$ cat src/rtl/ssp_cfg_update_ctrl.sv
// ssp_cfg_update_ctrl
// SSPCLK-domain configuration update controller and bit-rate prescaler.
// Toggle events on CR0UpdateSync / CPSRUpdateSync capture the quasi-static PCLK-domain
// register values into shadow registers. The shadows are applied to the live configuration
// only while the serial engine is idle or disabled, and each applied update type toggles its ack.
// A two-stage prescaler (CPSDVSR, then SCR) produces the one-cycle SSPCLKEn bit-rate strobe.
//
// Ports:
//   SSPCLK, nSSPRST                  clock, async active-low reset
//   CR0UpdateSync, CPSRUpdateSync    synchronised update toggles from PCLK domain
//   SSESync, TxRxIdle                enable and serial-engine idle status
//   SCRIn..SPHIn, CPSDVSRIn          PCLK-domain register values (stable until ack)
//   SCR..SPH, CPSDVSR                live configuration
//   CR0UpdateAck, CPSRUpdateAck      toggle acknowledges
//   UpdPending                       captured update awaiting application
//   SSPCLKEn                         bit-rate enable strobe
module ssp_cfg_update_ctrl #(
  parameter int unsigned CPSR_W = 8,
  parameter int unsigned SCR_W  = 8
) (
  input  logic              SSPCLK,
  input  logic              nSSPRST,
  input  logic              CR0UpdateSync,
  input  logic              CPSRUpdateSync,
  input  logic              SSESync,
  input  logic              TxRxIdle,
  input  logic [SCR_W-1:0]  SCRIn,
  input  logic [3:0]        DSSIn,
  input  logic [1:0]        FRFIn,
  input  logic              SPOIn,
  input  logic              SPHIn,
  input  logic [CPSR_W-1:0] CPSDVSRIn,
  output logic [SCR_W-1:0]  SCR,
  output logic [3:0]        DSS,
  output logic [1:0]        FRF,
  output logic              SPO,
  output logic              SPH,
  output logic [CPSR_W-1:0] CPSDVSR,
  output logic              CR0UpdateAck,
  output logic              CPSRUpdateAck,
  output logic              UpdPending,
  output logic              SSPCLKEn
);

  typedef enum logic [1:0] {StIdle, StWait, StApply} state_e;

  state_e              state_q, state_d;
  logic                cr0_tgl_q, cr0_tgl_d, cpsr_tgl_q, cpsr_tgl_d;
  logic                pend_cr0_q, pend_cr0_d, pend_cpsr_q, pend_cpsr_d;
  logic [SCR_W-1:0]    sh_scr_q, sh_scr_d;
  logic [3:0]          sh_dss_q, sh_dss_d;
  logic [1:0]          sh_frf_q, sh_frf_d;
  logic                sh_spo_q, sh_spo_d, sh_sph_q, sh_sph_d;
  logic [CPSR_W-1:0]   sh_cpsdvsr_q, sh_cpsdvsr_d;
  logic [SCR_W-1:0]    scr_q, scr_d;
  logic [3:0]          dss_q, dss_d;
  logic [1:0]          frf_q, frf_d;
  logic                spo_q, spo_d, sph_q, sph_d;
  logic [CPSR_W-1:0]   cpsdvsr_q, cpsdvsr_d;
  logic                cr0_ack_q, cr0_ack_d, cpsr_ack_q, cpsr_ack_d;
  logic                upd_pending_q, upd_pending_d;
  logic [CPSR_W-1:0]   pc_q, pc_d;
  logic [SCR_W-1:0]    sc_q, sc_d;
  logic                clk_en_q, clk_en_d;

  logic                cr0_evt, cpsr_evt, apply_ok, do_apply;
  logic [CPSR_W-1:0]   div_m1;

  assign cr0_evt  = CR0UpdateSync ^ cr0_tgl_q;
  assign cpsr_evt = CPSRUpdateSync ^ cpsr_tgl_q;
  assign apply_ok = !SSESync || TxRxIdle;

  always_comb begin
    state_d      = state_q;
    cr0_tgl_d    = CR0UpdateSync;
    cpsr_tgl_d   = CPSRUpdateSync;
    pend_cr0_d   = pend_cr0_q;
    pend_cpsr_d  = pend_cpsr_q;
    sh_scr_d     = sh_scr_q;
    sh_dss_d     = sh_dss_q;
    sh_frf_d     = sh_frf_q;
    sh_spo_d     = sh_spo_q;
    sh_sph_d     = sh_sph_q;
    sh_cpsdvsr_d = sh_cpsdvsr_q;
    scr_d        = scr_q;
    dss_d        = dss_q;
    frf_d        = frf_q;
    spo_d        = spo_q;
    sph_d        = sph_q;
    cpsdvsr_d    = cpsdvsr_q;
    cr0_ack_d    = cr0_ack_q;
    cpsr_ack_d   = cpsr_ack_q;
    pc_d         = pc_q;
    sc_d         = sc_q;
    clk_en_d     = 1'b0;
    do_apply     = 1'b0;

    // Live registers load on the edge that enters StApply, so they change in the same
    // cycle as the ack and two cycles after the toggle edge when the engine is idle.
    unique case (state_q)
      StIdle: begin
        if (pend_cr0_q || pend_cpsr_q) begin
          if (apply_ok) begin
            state_d  = StApply;
            do_apply = 1'b1;
          end else begin
            state_d = StWait;
          end
        end
      end
      StWait: begin
        if (apply_ok) begin
          state_d  = StApply;
          do_apply = 1'b1;
        end
      end
      StApply: state_d = StIdle;
      default: state_d = StIdle;
    endcase

    if (do_apply) begin
      if (pend_cr0_q) begin
        scr_d      = sh_scr_q;
        dss_d      = sh_dss_q;
        frf_d      = sh_frf_q;
        spo_d      = sh_spo_q;
        sph_d      = sh_sph_q;
        cr0_ack_d  = ~cr0_ack_q;
        pend_cr0_d = 1'b0;
      end
      if (pend_cpsr_q) begin
        cpsdvsr_d   = sh_cpsdvsr_q;
        cpsr_ack_d  = ~cpsr_ack_q;
        pend_cpsr_d = 1'b0;
      end
    end

    // Capture after apply so an event in the apply cycle keeps its pend flag.
    if (cr0_evt) begin
      sh_scr_d   = SCRIn;
      sh_dss_d   = DSSIn;
      sh_frf_d   = FRFIn;
      sh_spo_d   = SPOIn;
      sh_sph_d   = SPHIn;
      pend_cr0_d = 1'b1;
    end
    if (cpsr_evt) begin
      sh_cpsdvsr_d = {CPSDVSRIn[CPSR_W-1:1], 1'b0};
      pend_cpsr_d  = 1'b1;
    end

    upd_pending_d = pend_cr0_d | pend_cpsr_d;

    // Effective divisor is 2 when CPSDVSR is 0; reload value is divisor - 1.
    div_m1 = (cpsdvsr_d == '0) ? CPSR_W'(1) : cpsdvsr_d - CPSR_W'(1);

    if (do_apply || !SSESync) begin
      pc_d = div_m1;
      sc_d = scr_d;
    end else if (pc_q == '0) begin
      pc_d = div_m1;
      if (sc_q == '0) begin
        sc_d     = scr_d;
        clk_en_d = 1'b1;
      end else begin
        sc_d = sc_q - SCR_W'(1);
      end
    end else begin
      pc_d = pc_q - CPSR_W'(1);
    end
  end

  always_ff @(posedge SSPCLK or negedge nSSPRST) begin
    if (!nSSPRST) begin
      state_q       <= StIdle;
      cr0_tgl_q     <= 1'b0;
      cpsr_tgl_q    <= 1'b0;
      pend_cr0_q    <= 1'b0;
      pend_cpsr_q   <= 1'b0;
      sh_scr_q      <= '0;
      sh_dss_q      <= '0;
      sh_frf_q      <= '0;
      sh_spo_q      <= 1'b0;
      sh_sph_q      <= 1'b0;
      sh_cpsdvsr_q  <= '0;
      scr_q         <= '0;
      dss_q         <= '0;
      frf_q         <= '0;
      spo_q         <= 1'b0;
      sph_q         <= 1'b0;
      cpsdvsr_q     <= '0;
      cr0_ack_q     <= 1'b0;
      cpsr_ack_q    <= 1'b0;
      upd_pending_q <= 1'b0;
      pc_q          <= '0;
      sc_q          <= '0;
      clk_en_q      <= 1'b0;
    end else begin
      state_q       <= state_d;
      cr0_tgl_q     <= cr0_tgl_d;
      cpsr_tgl_q    <= cpsr_tgl_d;
      pend_cr0_q    <= pend_cr0_d;
      pend_cpsr_q   <= pend_cpsr_d;
      sh_scr_q      <= sh_scr_d;
      sh_dss_q      <= sh_dss_d;
      sh_frf_q      <= sh_frf_d;
      sh_spo_q      <= sh_spo_d;
      sh_sph_q      <= sh_sph_d;
      sh_cpsdvsr_q  <= sh_cpsdvsr_d;
      scr_q         <= scr_d;
      dss_q         <= dss_d;
      frf_q         <= frf_d;
      spo_q         <= spo_d;
      sph_q         <= sph_d;
      cpsdvsr_q     <= cpsdvsr_d;
      cr0_ack_q     <= cr0_ack_d;
      cpsr_ack_q    <= cpsr_ack_d;
      upd_pending_q <= upd_pending_d;
      pc_q          <= pc_d;
      sc_q          <= sc_d;
      clk_en_q      <= clk_en_d;
    end
  end

  assign SCR           = scr_q;
  assign DSS           = dss_q;
  assign FRF           = frf_q;
  assign SPO           = spo_q;
  assign SPH           = sph_q;
  assign CPSDVSR       = cpsdvsr_q;
  assign CR0UpdateAck  = cr0_ack_q;
  assign CPSRUpdateAck = cpsr_ack_q;
  assign UpdPending    = upd_pending_q;
  assign SSPCLKEn      = clk_en_q;

endmodule

$ cat config.mk
export PLATFORM = sky130hd
export DESIGN_NAME = ssp_cfg_update_ctrl
export DESIGN_NICKNAME = d
export VERILOG_FILES = /design/src/rtl/ssp_cfg_update_ctrl.sv
export SDC_FILE = /design/constraint.sdc
export NUM_CORES = 1
export LEC_CHECK = 0
export ABC_CLOCK_PERIOD_IN_PS = 2050
export BUFFER_PORTS_ARGS = -buffer_cell sky130_fd_sc_hd__buf_4
export CORE_AREA = 10 10 141 78
export DETAILED_ROUTE_END_ITERATION = 10
export DIE_AREA = 0 0 151 88
export PLACE_DENSITY_LB_ADDON = 0.12
export SYNTH_ARGS = -nofsm -noshare
export SYNTH_HDL_FRONTEND = slang
export SYNTH_SLANG_ARGS = --single-unit
$ cat constraint.sdc
create_clock -name SSPCLK -period 2.05 [get_ports SSPCLK]
set_input_delay 0.205 -clock SSPCLK [delete_from_list [all_inputs] [get_ports SSPCLK]]
set_output_delay 0.205 -clock SSPCLK [all_outputs]
set_load 0.1 [all_outputs]
## Word level (Yosys, flattened, before mapping)

Cells that the tools add are included.

- Flip-flop bits (word level): 73
- Bits in latches: 0
- Bits in writable memories: 0
- Memories kept: 0
- Logic and storage cells: 70
- Output and inout bits: 28
- Bits of input ports: 30
- Bits in read-only memories: 0

- Add/subtract/negate cells: 3
- Equal/unequal tests: 3
- $lt $le $gt $ge: 0
- Bitwise operators: 5
- Div/mod/pow operators: 0
- Muxes and demuxes: 24
- Multipliers: 0
- Shift-type cells: 0
- Reduce and logical (&&, ||, !) cells: 12

Operators by type and width:

| cell | number |
|---|---|
| two-way mux 8 bit | 10 |
| zero test 8 bit | 3 |
| subtractor 8 x 1 -> 8 bit, second input constant | 3 |
| two-way mux 1 bit | 9 |
| two-way mux 2 bit | 3 |
| AND reduction 2 bit | 3 |
| != test 2 bit, second input constant | 2 |
| case mux 2 bit (2 select lines) | 1 |
| logical OR 1 bit | 3 |
| equality test 2 x 1 -> 1 bit, second input constant | 1 |
| zero test 2 bit | 1 |
| NOT 1 bit | 2 |
| case mux 1 bit (2 select lines) | 1 |
| nonzero test 2 bit | 1 |
| bitwise XOR 1 bit | 2 |
| zero test 1 bit | 1 |
| OR 1 bit | 1 |

## Longest topological paths before layout

- Depth in word-level cells: 10
- Gate-level depth with buffers: 10
- Mapped depth without buffers: 9

## Worst setup path after synthesis

No wires, ideal clock.

- Kind: in2reg
- Start: input TxRxIdle
- End: register pc_q[4]
- Path slack: -213 ps
- Data required time: 1922 ps
- Setup time: 128 ps
- Path buffers: 1
- Stages: 10
- Arrival: 2135 ps
- Cell sequence: nand2b_1 -> nand3b_1 -> clkbuf_1 -> mux2i_1 -> ha_1 -> nor4b_1 -> nand2_1 -> mux2_2 -> nand2_1 -> o22ai_1

- Cells in the longest elaborated chain, start to end: 9
- Elaborated cells on any way between the ends: 11
- Those cells by class: 1 x add/sub; 7 x mux; 3 x reduce/logical

RTL lines:

| item | line | RTL |
|---|---|---|
| from (decl) | 26 | `input logic TxRxIdle,` |
| logical OR 1 bit * | 71 | `assign apply_ok = !SSESync \|\| TxRxIdle;` |
| two-way mux 1 bit * | 103, 112 |  |
| two-way mux 1 bit | 102 | `if (pend_cr0_q \|\| pend_cpsr_q) begin` |
| case mux 1 bit (2 select lines) * | 100 | `unique case (state_q)` |
| two-way mux 8 bit | 121 | `if (do_apply) begin` |
| subtractor 8 x 1 -> 8 bit / zero test 8 bit (equally long branches) | 155 | `div_m1 = (cpsdvsr_d == '0) ? CPSR_W'(1) : cpsdvsr_d - CPSR_W'(1);` |
| two-way mux 8 bit | 155 |  |
| two-way mux 8 bit | 160 | `end else if (pc_q == '0) begin` |
| two-way mux 8 bit * | 157 | `if (do_apply \|\| !SSESync) begin` |
| via pc_d[4] | 62 | `logic [CPSR_W-1:0] pc_q, pc_d;` |
| to (signal assigned) | 219 | `pc_q <= pc_d;` |
| to (decl) | 62 |  |

Mark *: on every way through the listed nets, which the timed path passes. The rest lies on a longest branch.
A chain may end at the register's enable or synchronous reset.

## Worst setup path in the final report

- Start: register state_q[1]
- End: register pc_q[5]

- Cells in the longest elaborated chain, start to end: 7
- Elaborated cells on any way between the ends: 10
- Those cells by class: 1 x add/sub; 1 x eq/ne; 5 x mux; 3 x reduce/logical

RTL lines:

| item | line | RTL |
|---|---|---|
| from (decl) | 47 | `state_e state_q, state_d;` |
| from (signal assigned) | 175 | `state_q <= StIdle;` |
| from (signal assigned) | 199 | `state_q <= state_d;` |
| equality test 2 x 1 -> 1 bit / zero test 2 bit (equally long branches) | 100 |  |
| case mux 1 bit (2 select lines) * | 100 |  |
| two-way mux 8 bit | 121 |  |
| subtractor 8 x 1 -> 8 bit / zero test 8 bit (equally long branches) | 155 |  |
| two-way mux 8 bit | 155 |  |
| two-way mux 8 bit | 160 |  |
| two-way mux 8 bit * | 157 |  |
| via pc_d[5] | 62 |  |

Marks and branches as above.

==> flow_summary.json <==
{
  "netlist_instances": 270,
  "clk_latency_ps": 340,
  "dieHeight_um": 88,
  "syn2layout_area_growth_pct": 31.56,
  "worst_path_max_delay_cell": "dfrtp_1",
  "fin_nets": 382,
  "routedWlPerCell_um": 16.03,
  "final_util_pct": 51.86,
  "path_class": "reg2reg",
  "avgSynthCellArea_um2": 12.45,
  "vias": 2328,
  "top_layer": "met4",
  "hold_end": "sh_frf_q[0]",
  "grt_max_degree": 45,
  "worstPathRequired_ps": 2260,
  "max_cap_violations": 0,
  "floorplan.initialDensity_pct": 39.42,
  "ys_ff_latch": 73,
  "multi_input_area_um2": 1506,
  "min_path_type": "in2reg",
  "clk_pin_slew_worst_paths_ps": 60,
  "routed_wl_um": 7519,
  "tightestPinTransition_ps": 581.2,
  "worstHoldStart": "FRFIn[0]",
  "r2r_slack_ps": 2,
  "cts_tree": "done",
  "ant_nets": 0,
  "outcome": "completed",
  "cts.path.max_buffers": 2,
  "yosys_warnings": 0,
  "drv_slew": 0,
  "cts_made_buffers": 9,
  "synth.top_cell.area_share_pct": 54.34,
  "syn_nets": 305,
  "synth_edf_count": 0,
  "place_congestion": 0.7510,
  "path_buf_inv": 0,
  "grt_pass1_vias": 2455,
  "power_uw": 7905,
  "finalSetupViolations": 0,
  "first_iter_violations": 97,
  "start_kind": "flop",
  "first_pass_iters": 4,
  "drc": 0,
  "r2r_end": "pc_q[5]",
  "htreeDepth": 3,
  "core_region_area_um2": 8528,
  "ir_drop_mv": 2.206,
  "crit_family": "simple AND/OR/NAND/NOR gates",
  "regArea_um2": 1832,
  "reg2reg_depth": 8,
  "num_rows": 24,
  "power-per-cell-area_nw_per_um2": 1787,
  "yosys.area.top_type": "dfrtp_1",
  "grt_overflow": 0,
  "die_w_um": 151,
  "max_freq_mhz": 488.2,
  "rsz0062_at_grt": "true",
  "met3WireLength_um": 517,
  "path_cells": "nand3b_1, mux2i_1, ha_2, nor4b_4, nand2_1, mux2_4, nand2_4, o22ai_1",
  "final_hold_viol_count": 0,
  "synth-seq-area-share_pct": 54.34,
  "reg2reg_from": "state_q[1]",
  "synth_area_um2": 3362,
  "wl_met2_um": 3387,
  "gr-usage-all-layers_pct": 11.78,
  "portBuffers": 56,
  "fillers": 782,
  "wirelength_met1_um": 3487,
  "tns_ps": 0,
  "p_leak_uw": 0.001953,
  "cts_num_sinks": 73,
  "die_area_um2": 13290,
  "finalCritPeriodShare_pct": 99.93,
  "critPathArrivalTime_ps": 2260,
  "pin_count": 58,
  "synthArstFlopShare_pct": 100.0,
  "drive_gt1_share_pct": 43.47,
  "diodes": 0,
  "fin_crit_ps": 2048,
  "cpPeakStageDelay_ps": 390,
  "grt_first_pass_wirelength_um": 12320,
  "ys_types": 49,
  "hold_slack_ps": 97.81,
  "hold_path_depth": 2,
  "crit_path_max_fanout": 5,
  "relSlewSlack_pct": 61.25,
  "antenna_found_initial": 0,
  "via_per_inst": 4.964,
  "root_buffer": "clkbuf_16",
  "clock_skew_ps": 6.510,
  "endpoint_kind": "flop",
  "synth_ff_type": "dfrtp_1",
  "synth.area.top_cells": "dfrtp_1, mux2_2, xnor2_1",
  "dp_hpwl_um": 5362
}
-- cell usage after synthesis (all sizes together) (5+ instances only) --
| cell | n |
|---|---|
| o21ai | 11 |
| o22ai | 5 |
| nor3 | 11 |
| mux2 | 46 |
| dfrtp | 73 |
| nor2 | 9 |
| nand2b | 5 |
| ha | 5 |
| mux2i | 7 |
| xor2 | 7 |
| a21oi | 7 |
| inv | 9 |
| buf | 6 |
| xnor2 | 10 |
| nand2 | 14 |
-- routing by layer --
layer  global-route usage [%]  vias up
li1                         -     1121
met1                    13.87     1141
met2                    18.44       52
met3                    5.095       14
met4                    5.387        0
met5                        0        -
-- state kept, by name, indices dropped and copies added, names as in the netlist, 2 cells and up --
name and count:
sh_dss_q 4, FRF 2, sh_cpsdvsr_q 7, sh_scr_q 8
sh_frf_q 2, state_q 2, sc_q 8, pc_q 8
SCR 8, CPSDVSR 8, DSS 4
-- report_power, final --
part           leakage [µW]  internal [µW]  switching, µW
clock network      0.000159           1100            602
logic              0.000942           1150           2700
registers          0.000852           1930            416
-- cell usage in the layout (no fill, tap or decap), types with 2 or more instances in the layout --
cell type / n
nor4b_4: 2
o22ai_1: 5
buf_4: 70
clkbuf_16: 9
nor3_2: 2
o2bb2a_1: 2
xnor2_1: 10
o2bb2ai_1: 2
o211ai_1: 2
or4_1: 2
nand3b_1: 2
o21ai_1: 3
nor4_1: 3
mux2_2: 44
or3_1: 3
dfrtp_1: 69
a21o_1: 2
a21oi_1: 7
nor2b_1: 3
o21ai_0: 7
nor2_1: 9
dfrtp_2: 4
ha_1: 4
xor2_1: 6
mux2i_1: 7
nand2_1: 13
nand2b_1: 5
bufinv_16: 2
dlygate4sd3_1: 3
nand3_1: 4
inv_1: 9
nor3_1: 9
-- area by class of cell --
type	instances	area share (%)
Inverter	9	0.7638
Multi-Input combinational cell	180	34.06
Tap cell	117	3.310
Sequential cell	73	41.41
Clock inverter	6	2.037
Timing Repair Buffer	74	13.01
Clock buffer	10	5.403
-- what timing repair did --
action | in CTS | in global routing
endpoints found under the setup margin | 0 | 6
buffers inserted | 0 | 2
hold buffers | 3 | 0
endpoints found under the hold margin | 45 | 0
resized for setup | 0 | 7
-- worst max path at each step --
| stage | startpoint | end | slack [ps] | depth (start not counted) |
|---|---|---|---|---|
| finish | state_q[1] | pc_q[5] | 2 | 8 |
| detailed placement | TxRxIdle | pc_q[2] | 40 | 10 |
| global placement | TxRxIdle | pc_q[5] | 70 | 10 |
| global route | state_q[1] | pc_q[5] | -130 | 8 |
| floorplan | state_q[1] | pc_q[4] | 30 | 9 |
| CTS | state_q[1] | pc_q[2] | 40 | 8 |
-- logic make-up after synthesis --
family                   count (synthesis)  synth area share, %
XOR/XNOR                                17                4.429
multiplexers                            53                17.49
AO/OA/AOI/OAI                           38                7.890
buffers and inverters                   17                2.568
flip-flops                              73                54.34
AND/OR/NAND/NOR                         67                11.43
adder cells (fa/ha/maj)                  5                1.861
-- through the flow --
stage               setup WS, ps  std cells  cell area [µm²]
floorplan                  29.90        270             3392
global placement           72.23        448             4014
detailed placement         43.29        448             4014
CTS                        42.66        467             4373
global route              -127.0        469             4423
finish                     1.536        469             4423
-- worst reg2reg max path: cells and delay by family (launching register included) --
kind	cells	cell delay, ps
compound gates	1	90
fa+ha+maj	1	230
simple gates	4	640
flops	1	390
mux	2	590
No activity file was read; power rests on OpenSTA's default activity.
